===== config.mk =====
export PLATFORM = sky130hd
export DESIGN_NAME = ram_loader
export DESIGN_NICKNAME = d
export VERILOG_FILES = /design/src/rtl/ram_loader.sv
export SDC_FILE = /design/constraint.sdc
export NUM_CORES = 1
export LEC_CHECK = 0
export BUFFER_PORTS_ARGS = -buffer_cell sky130_fd_sc_hd__buf_2
export CAP_MARGIN = 20
export CORE_UTILIZATION = 61
export CTS_BUF_LIST = sky130_fd_sc_hd__clkbuf_4 sky130_fd_sc_hd__clkbuf_8 sky130_fd_sc_hd__clkbuf_16
export CTS_CLUSTER_DIAMETER = 60
export CTS_CLUSTER_SIZE = 14
export DETAILED_ROUTE_END_ITERATION = 16
export PLACE_DENSITY = 0.95
export SYNTH_ARGS = -nofsm -noshare
export SYNTH_HDL_FRONTEND = slang
export SYNTH_SLANG_ARGS = --single-unit

===== constraint.sdc =====
create_clock -name clk -period 3.5 [get_ports clk]
set_input_delay 0.175 -clock clk [delete_from_list [all_inputs] [get_ports clk]]
set_output_delay 0.175 -clock clk [all_outputs]
set_load 0.005 [all_outputs]

===== src/rtl/ram_loader.sv =====
// Streams a length-prefixed, checksummed byte packet into an 8-bit-addressed RAM.
// Define RAM_LOADER_VERIFY_EN to add a readback pass that re-sums RAM before reporting done.
module ram_loader #(
  parameter int unsigned TIMEOUT_CYCLES = 1024
) (
  input  logic       clk,
  input  logic       rst_n,
  input  logic       start,
  input  logic       in_valid,
  input  logic [7:0] in_data,
  output logic       in_ready,
  output logic       ram_we,
  output logic       ram_cs,
  output logic [7:0] ram_addr,
  output logic [7:0] ram_wdata,
  input  logic [7:0] ram_rdata,
  output logic       busy,
  output logic       done,
  output logic       error,
  output logic       cpu_halt
);

  localparam int unsigned StallW = $clog2(TIMEOUT_CYCLES + 1);
  localparam logic [StallW-1:0] StallMax = StallW'(TIMEOUT_CYCLES - 1);

  typedef enum logic [2:0] {
    StIdle,
    StLen,
    StData,
    StCsum,
`ifdef RAM_LOADER_VERIFY_EN
    StVerify,
`endif
    StDone,
    StErr
  } state_e;

  state_e            state_q, state_d;
  logic [8:0]        cnt_q, cnt_d;
  logic [8:0]        len_q, len_d;
  logic [7:0]        csum_q, csum_d;
  logic [StallW-1:0] stall_q, stall_d;
  logic              we_q, we_d;
  logic [7:0]        addr_q, addr_d;
  logic [7:0]        wdata_q, wdata_d;
  logic              xfer;
  logic              verifying;

`ifdef RAM_LOADER_VERIFY_EN
  logic [7:0] vsum_q, vsum_d;
  assign verifying = (state_q == StVerify);
`else
  logic unused_rdata;
  assign unused_rdata = ^ram_rdata;
  assign verifying = 1'b0;
`endif

  assign in_ready = (state_q == StLen) || (state_q == StData) || (state_q == StCsum);
  assign xfer     = in_ready && in_valid;

  always_comb begin
    state_d = state_q;
    cnt_d   = cnt_q;
    len_d   = len_q;
    csum_d  = csum_q;
    stall_d = stall_q;
    we_d    = 1'b0;
    addr_d  = addr_q;
    wdata_d = wdata_q;
`ifdef RAM_LOADER_VERIFY_EN
    vsum_d  = vsum_q;
`endif
    unique case (state_q)
      StIdle, StDone, StErr: begin
        if (start) begin
          state_d = StLen;
          cnt_d   = 9'd0;
          csum_d  = 8'd0;
          stall_d = '0;
          addr_d  = 8'd0;
        end
      end
      StLen, StData, StCsum: begin
        if (xfer) begin
          stall_d = '0;
          if (state_q == StLen) begin
            // A zero length byte encodes a full 256-byte payload.
            len_d   = {in_data == 8'd0, in_data};
            cnt_d   = 9'd0;
            state_d = StData;
          end else if (state_q == StData) begin
            we_d    = 1'b1;
            addr_d  = cnt_q[7:0];
            wdata_d = in_data;
            csum_d  = csum_q + in_data;
            cnt_d   = cnt_q + 9'd1;
            if (cnt_q == len_q - 9'd1) state_d = StCsum;
          end else if (in_data == csum_q) begin
`ifdef RAM_LOADER_VERIFY_EN
            state_d = StVerify;
            addr_d  = 8'd0;
            cnt_d   = 9'd0;
            vsum_d  = 8'd0;
`else
            state_d = StDone;
`endif
          end else begin
            state_d = StErr;
          end
        end else if (stall_q == StallMax) begin
          state_d = StErr;
        end else begin
          stall_d = stall_q + 1'b1;
        end
      end
`ifdef RAM_LOADER_VERIFY_EN
      StVerify: begin
        vsum_d = vsum_q + ram_rdata;
        addr_d = addr_q + 8'd1;
        cnt_d  = cnt_q + 9'd1;
        if (cnt_q == len_q - 9'd1) state_d = (vsum_d == csum_q) ? StDone : StErr;
      end
`endif
      default: state_d = StIdle;
    endcase
  end

  always_ff @(posedge clk) begin
    if (!rst_n) begin
      state_q <= StIdle;
      cnt_q   <= 9'd0;
      len_q   <= 9'd0;
      csum_q  <= 8'd0;
      stall_q <= '0;
      we_q    <= 1'b0;
      addr_q  <= 8'd0;
      wdata_q <= 8'd0;
`ifdef RAM_LOADER_VERIFY_EN
      vsum_q  <= 8'd0;
`endif
    end else begin
      state_q <= state_d;
      cnt_q   <= cnt_d;
      len_q   <= len_d;
      csum_q  <= csum_d;
      stall_q <= stall_d;
      we_q    <= we_d;
      addr_q  <= addr_d;
      wdata_q <= wdata_d;
`ifdef RAM_LOADER_VERIFY_EN
      vsum_q  <= vsum_d;
`endif
    end
  end

  assign ram_we    = we_q;
  assign ram_cs    = we_q || verifying;
  assign ram_addr  = addr_q;
  assign ram_wdata = wdata_q;
  assign busy      = in_ready || verifying;
  assign done      = (state_q == StDone);
  assign error     = (state_q == StErr);
  assign cpu_halt  = (state_q != StDone);

endmodule


== Word-level counts from Yosys, hierarchy flattened ==
Index checks and enable logic that the tools add are counted.

* Word-level logic and storage cells: 75
* Input bits: 20
* Register bits after elaboration: 57
* Output and inout port bits: 23

* Multiplexer cells: 27
* Reductions and logical operators: 15
* Eq/ne operators: 17
* Bitwise logic cells: 4
* Add/sub/neg operators: 4

{| class="wikitable"
|+ Operators with widths
! kind !! count
|-
| 8-bit two-way mux || 7
|-
| 9-bit two-way mux || 4
|-
| 11-bit two-way mux || 3
|-
| 8-bit one-hot mux with 2 select lines || 2
|-
| 11-bit one-hot mux with 2 select lines || 1
|-
| 3-bit two-way mux || 6
|-
| 9-bit one-hot mux with 2 select lines || 1
|-
| 3-bit != test, second input constant || 4
|-
| 11-bit by 1-bit adder with 11-bit output, second input constant || 1
|-
| 11-bit by 10-bit equality test with 1-bit output, second input constant || 1
|-
| 9-bit by 1-bit adder with 9-bit output, second input constant || 1
|-
| 9-bit equality test || 1
|-
| 3-bit AND reduction || 3
|-
| 9-bit by 1-bit subtractor with 9-bit output, second input constant || 1
|-
| 8-bit adder || 1
|-
| 8-bit equality test || 1
|-
| 8-bit zero test || 1
|-
| 2-bit != test, second input constant || 4
|-
| 4-bit AND reduction || 2
|-
| 3-bit by 2-bit equality test with 1-bit output, second input constant || 2
|-
| 3-bit equality test, second input constant || 2
|-
| 3-bit one-hot mux with 2 select lines || 1
|-
| 3-bit OR reduction || 2
|-
| 5-bit != test, second input constant || 1
|-
| other kinds (9) || 14
|}

== Longest topological paths before layout ==
Gate-level depths: netlist of the first run.

* Depth after elaboration: 7
* Depth in mapped cells: 8
* Depth with buffers taken out: 8

== Worst setup path before layout of the first run ==
Ideal clock, no wire load.

* Kind: register to register
* From: reg len_q[0]
* To: reg state_q[0]
* Arrival time: 1,731 ps
* Cell stages (with the launch flop): 9
* Setup slack: 1,637 ps
* Clock period less this slack: 1,863 ps
* Data required time: 3,368 ps
* Setup time: 132 ps
* Path buffers: 0
* Cells stage by stage: dfxtp_1 > inv_1 > ha_1 > nor2b_1 > and3_1 > and2_1 > o311a_1 > o221ai_1 > a21oi_1

* Word-level cells in the longest chain between the ends: 4

{| class="wikitable"
|+ RTL lines
! what !! line !! RTL
|-
| start, declared || 40 || <nowiki>logic [8:0] len_q, len_d;</nowiki>
|-
| start signal, assigned || 144 || <nowiki>len_q <= len_d;</nowiki>
|-
| 9-bit by 1-bit subtractor with 9-bit output || 97 || <nowiki>if (cnt_q == len_q - 9'd1) state_d = StCsum;</nowiki>
|-
| 9-bit equality test || 97 ||
|-
| 5-bit != test (no line) || -- ||
|-
| 3-bit AND reduction (no line) || -- ||
|-
| end signal, assigned || 130 || <nowiki>state_q <= StIdle;</nowiki>
|-
| end signal, assigned || 142 || <nowiki>state_q <= state_d;</nowiki>
|-
| end, declared || 38 || <nowiki>state_e state_q, state_d;</nowiki>
|}

No other way between the ends.
A chain may end at the register's enable or synchronous reset.

== Worst setup path in the final report of the first run ==
Same ends and word-level chain as after synthesis.

==> results of run 1 <==
==> final timing paths <==
check | depth (start not counted) | slack [ns] | to | from
worst max-delay path | 8 | 1.42 | state_q[0] | len_q[0]
worst min-delay path | 3 | 0.13 | len_q[5] | in_data[5]
worst max register to register | 8 | 1.42 | state_q[0] | len_q[0]
worst min register to register | 2 | 0.45 | stall_q[10] | stall_q[10]
==> where the power goes <==
group | switching [W] | internal (W) | total (W)
registers | 0.0000417 | 0.000677 | 0.000719
clock network | 0.000243 | 0.000274 | 0.000517
logic | 0.000195 | 0.000136 | 0.000330
total | 0.000479 | 0.00109 | 0.00157
==> sequential cells by signal, indices dropped and copies added (netlist names) <==
name,cells
cnt_q,9
ram_wdata,8
state_q,3
ram_addr,8
csum_q,8
len_q,9
ram_cs,1
stall_q,11
==> layer usage <==
layer,vias up,wire [microns]
met2,64,3250
met5,-,0
li1,1324,-
met3,16,280
met4,0,146
met1,1239,2790
==> logic make-up after synthesis <==
kind of cell,count (synthesis),share of synthesized area [%]
xor+xnor,28,8.08
compound gates,84,19.3
fa+ha+maj,11,4.78
simple gates,151,25.6
buf+inv,26,3.92
mux,2,0.660
flops,57,37.6
==> critical path: stages, from the launching register on <==
cell,delay [ns]
dfxtp_1,0.47
inv_1,0.08
ha_1,0.26
nor2b_1,0.16
and3_1,0.20
and2_1,0.16
o311a_1,0.33
o221ai_1,0.22
a21oi_1,0.09
==> through the flow <==
stage               cells  hold slack, ns
floorplan             359           0.320
global placement      442           0.432
detailed placement    442           0.438
CTS                   457           0.117
global route          457           0.127
finish                457           0.129
==> placed cells by master (no fill, tap or decap), types with 13 or more instances in the layout <==
cell type  Yosys  final
dfxtp_1       57     57
nor2b_1       18     18
nand2_1       51     51
nor2_1        23     23
xor2_1        15     15
a21oi_1       17     17
xnor2_1       13     13
buf_2          4     34
o21ai_0       13     13
a21boi_0      19     19
==> layout make-up <==
| type | count | share of cell area (%) |
|---|---|---|
| clock buffer | 11 | 4.30 |
| clock inverter | 4 | 0.593 |
| inverter | 7 | 0.927 |
| multi-input combinational | 276 | 52.6 |
| sequential | 57 | 33.8 |
| tap | 67 | 2.48 |
| timing repair buffer | 35 | 5.27 |
==> run summary, run 1 <==
Crit path kind -> register to register
Drt pass-1 iters -> 5
Worst-path clk slew -> 0.06 ns
Reg area -> 1140 sq um
Synth warn -> 0
Leakage power -> 1.29 nW
Fin. max-slew vios -> 0
Post-synthesis sequential area ratio -> 37.6%
Run status -> finished, final reports clean
Fillers -> 365
Final WL -> 6.47 mm
PD cells -> 464 nW/um^2
Max Cap Viol -> 0
Worst slew margin -> 41.4%
Top-area cell type share of the netlist area -> 37.6%
Max VDD drop -> 0.270 mV
Worst Setup Slack, final -> 1.42 ns
Synth cell count leaders -> 57 x dfxtp_1, 51 x nand2_1, 23 x nor2_1, 19 x a21boi_0, 18 x nor2b_1
Tcrit/Tclk final -> 59.4%
Sum Neg Setup Slack -> 0 ns
Leading area contributor after synthesis -> dfxtp_1
Tmin final -> 2.08 ns
Critical path required time -> 3.72 ns
FFs w/ async S/R, synth -> 0%
CTS Buf Count -> 9
Core box area -> 4750 sq um
# DRC -> 0
Num rows -> 25
Sink Count -> 57
Worst-Skew Late Latency -> 0.34 ns
Unique masters post-synth -> 58
Routed Antenna Nets -> 0
DIE HEIGHT -> 72.5 microns
IO Pins -> 43
Setup violators final -> 0
Met1 usage -> 33.1%
#FFs+latches synth -> 57
Antenna Cells -> 0
Worst Setup End Kind -> register
Cells taking the most area after synthesis -> dfxtp_1 38%, nand2_1 6.3%, a21boi_0 4.7%
Layout cells sized above 1 -> 15.6%
All-Layer GR Usage -> 27.4%
RSZ-0062 raised after global routing -> no
Syn avg cell area -> 8.46 sq um
CP arrival -> 2.30 ns
Area of the multi-input gates -> 1780 sq um
Vias in the first global route -> 2543
Vias/cell -> 5.78
H-tree levels -> 3
First-pass GRT wire length -> 11.1 mm
Post-layout nets -> 417
Avg WL per Cell -> 14.1 microns
Mapped Cells -> 359
Mapped cell area -> 3040 sq um
Hold Crit Class -> input pin to register
Final design utilization -> 71.0%
# resized after CTS -> 0
Post-route cell area -> 3370 sq um
CP startpoint kind -> register
Area Growth Syn to Fin -> 11.2%
Total setup buffers inserted after CTS -> 0
Overflow after GRT -> 0
Clock root cell -> clkbuf_8
Die area -> 5260 sq um
Final hold violations -> 0
Most used routing layer -> met2
GP Congestion -> 0.778
Clock buffer depth -> 2
Met2 Use GR -> 44.8%
Largest net degree at the start of global routing -> 46
Met3 Use GR -> 8.06%
CTS tree -> done
Worst Path Max Fanout -> 6
Post-synth EDFFs -> 0
Post-DP HPWL -> 4.47 mm
DRT iter0 DRCs -> 207
Vias -> 2643
Fmax -> 0.481 GHz
Clock skew -> 0.00614 ns
I/O Buffers -> 34
Worst-margin pin slew -> 0.879 ns
Placed inst area -> 3210 sq um
Horiz. Die Dim -> 72.5 microns
Starting Density -> 63.8%
Antenna violations before repair -> 0
Syn nets -> 390
Overall power -> 0.00157 W
Pre-CTS setup slack -> 1.45 ns
Count leader, synth -> dfxtp_1
# hold bufs at CTS -> 0
Synth Flop Type -> dfxtp_1
No activity file was read; power rests on OpenSTA's default activity.
==> run 2: changes to the inputs <==
--- a/config.mk
+++ b/config.mk
@@ -7,12 +7,12 @@
 export LEC_CHECK = 0
 export BUFFER_PORTS_ARGS = -buffer_cell sky130_fd_sc_hd__buf_2
 export CAP_MARGIN = 20
-export CORE_UTILIZATION = 61
+export CORE_UTILIZATION = 52
 export CTS_BUF_LIST = sky130_fd_sc_hd__clkbuf_4 sky130_fd_sc_hd__clkbuf_8 sky130_fd_sc_hd__clkbuf_16
 export CTS_CLUSTER_DIAMETER = 60
 export CTS_CLUSTER_SIZE = 14
 export DETAILED_ROUTE_END_ITERATION = 16
-export PLACE_DENSITY = 0.95
+export PLACE_DENSITY = 0.88
 export SYNTH_ARGS = -nofsm -noshare
 export SYNTH_HDL_FRONTEND = slang
 export SYNTH_SLANG_ARGS = --single-unit
==> constraint.sdc (replaced) <==
create_clock -name clk -period 1.9 [get_ports clk]
set_input_delay 0.095 -clock clk [delete_from_list [all_inputs] [get_ports clk]]
set_output_delay 0.095 -clock clk [all_outputs]
set_load 0.005 [all_outputs]
==> run 2 against run 1 <==
Compared with the run above:
- first-iteration DRC count fell by 26%
- critical path type unchanged
- utilization fell by 6.2 points
- routed wire length rose by 9.6%
- highest routed layer unchanged
- sequential power rose by 81%
- flip-flop and latch count did not move
- largest cell class unchanged
- total power rose by 99%
- cell area rose by 6.9%
- critical path depth did not move
- worst hold slack got worse by 0.091 ns
- worst setup slack got worse by 1.4 ns
- non-clock buffer count rose by 16
==> run summary, run 2 (same netlist as run 1, synthesis figures left out) <==
Clock buffer depth -> 2
All-Layer GR Usage -> 25.0%
CP arrival -> 2.15 ns
DRT iter0 DRCs -> 153
H-tree levels -> 3
Fin. max-slew vios -> 0
Crit path cell chain -> ha_4 > o21ai_1 > o21bai_1 > a21oi_1 > buf_4 > a21bo_2 > or3_1 > nand3_1
Antenna violations before repair -> 0
Layout cells sized above 1 -> 22.4%
Final Non-Filler Cells -> 479
# DRC -> 0
CP startpoint kind -> register
Routed length on met3 -> 321 microns
Overflow after GRT -> 0
Horiz. Die Dim -> 78.4 microns
Worst Setup End Kind -> register
Tmin final -> 1.85 ns
Num rows -> 27
Crit path kind -> register to register
Run status -> finished, final reports clean
Routed Antenna Nets -> 0
Max VDD drop -> 0.480 mV
DIE HEIGHT -> 78.4 microns
Post-DP HPWL -> 4.90 mm
Vias in the first global route -> 2723
Max Cap Viol -> 0
Largest net degree at the start of global routing -> 33
Fmax -> 0.539 GHz
Final design utilization -> 64.7%
Max layer used -> met4
Clock skew -> 0.00636 ns
Vias -> 2757
Drt pass-1 iters -> 4
First-pass GRT wire length -> 11.9 mm
Area of the multi-input gates -> 1860 sq um
Crit path buffers/inverters -> 1
WL met1 -> 2.91 mm
Post-route cell area -> 3610 sq um
Core box area -> 5570 sq um
Critical path endpoint -> csum_q[7]
Hold Crit Class -> input pin to register
R2R Setup Slk -> 0.05 ns
Worst-margin pin slew -> 0.503 ns
Top delay family on crit path -> compound AO/OA/AOI/OAI gates
Sink Count -> 57
Starting Density -> 54.5%
Avg WL per Cell -> 14.8 microns
Placed inst area -> 3340 sq um
Hold slack final -> 0.0381 ns
Tcrit/Tclk final -> 97.6%
IO Pins -> 43
Critical path required time -> 2.20 ns
Antenna Cells -> 0
CP max stage delay -> 0.35 ns
Total setup buffers inserted after CTS -> 0
Die area -> 6150 sq um
Worst reg2reg endpoint -> csum_q[7]
Final WL -> 7.08 mm
CTS Buf Count -> 9
Critical path's slowest cell -> or3_1
Worst-path clk slew -> 0.06 ns
Worst Path Max Fanout -> 4
Area Growth Syn to Fin -> 18.9%
Reg area -> 1140 sq um
Worst slew margin -> 66.2%
Crit path launch -> csum_q[3]
Worst-Skew Late Latency -> 0.35 ns
Commonest non-fill, non-tap cells in the layout -> 55 x dfxtp_1, 51 x nand2_1, 34 x buf_2
Vias/cell -> 5.76
Reg2reg start -> csum_q[3]
Placed cell count -> 463
CTS tree -> done
Clock root cell -> clkbuf_8
I/O Buffers -> 34
Met2 Wirelength -> 3.65 mm
R2R depth -> 8
PD cells -> 865 nW/um^2
Final hold violations -> 0
Setup violators final -> 0
GP Congestion -> 0.857
Commonest non-fill, non-tap cell in the layout -> dfxtp_1
Leakage power -> 1.38 nW
Largest Register -> stall_q
Post-layout nets -> 433
Biggest regs -> stall_q x11, cnt_q x9, len_q x9
Fillers -> 445
Worst path depth -> 8
Number of flip-flops in the largest register -> 11
[run 2: power breakdown]
part | total [W] | internal (W) | leakage, nW | switching [W]
Clock | 0.00107 | 0.000586 | 0.0969 | 0.000487
Combinational | 0.000750 | 0.000321 | 0.819 | 0.000429
Sequential | 0.00130 | 0.00125 | 0.462 | 0.0000526
[run 2: worst min path at each step]
| stage | startpoint | to | slack (ns) | cells past startpoint |
|---|---|---|---|---|
| CTS | in_data[0] | ram_wdata[0] | 0.02 | 3 |
| global placement | in_data[0] | ram_wdata[0] | 0.39 | 3 |
| detailed placement | in_data[0] | ram_wdata[0] | 0.40 | 3 |
| finish | in_data[0] | ram_wdata[0] | 0.04 | 3 |
| global route | in_data[0] | len_q[0] | 0.05 | 3 |
| floorplan | in_data[0] | len_q[0] | 0.24 | 2 |
[run 2: area by class of cell]
| class | count | area share (%) |
|---|---|---|
| repair buffers | 51 | 8.25 |
| clock buffers | 14 | 4.82 |
| well taps | 72 | 2.50 |
| multi-input cells | 276 | 51.5 |
| inverters | 7 | 0.867 |
| flip-flops and latches | 57 | 31.7 |
| clock inverters | 2 | 0.347 |
[run 2: repair_timing]
action / 4_1_cts / 5_1_grt
resized for setup: 0 / 16
pin swaps: 0 / 1
hold buffers: 0 / 0
endpoints found under the setup margin: 2 / 14
[run 2: routing by layer]
metal,GRT usage [%],vias to the layer above
met5,0,-
met2,42.5,70
met1,28.1,1308
met4,12.2,0
met3,7.79,22
li1,-,1357
[run 2: through the flow]
| step | worst slack, ns | setup TNS, ns | total power (W) |
|---|---|---|---|
| floorplan | 0.0366 | 0 | 0.00182 |
| global placement | 0.0676 | 0 | 0.00200 |
| detailed placement | 0.00170 | 0 | 0.00203 |
| CTS | -0.0119 | -0.0185 | 0.00309 |
| global route | -0.0618 | -0.128 | 0.00328 |
| finish | 0.0458 | 0 | 0.00312 |
[run 2: worst reg2reg max path: cells and delay by family (launching register included)]
kind	cells	cell delay [ns]
adders and majority gates	1	0.30
buffers and inverters	1	0.15
AOI/OAI and AO/OA	4	0.58
DFF	1	0.34
and+or+nand+nor	2	0.43
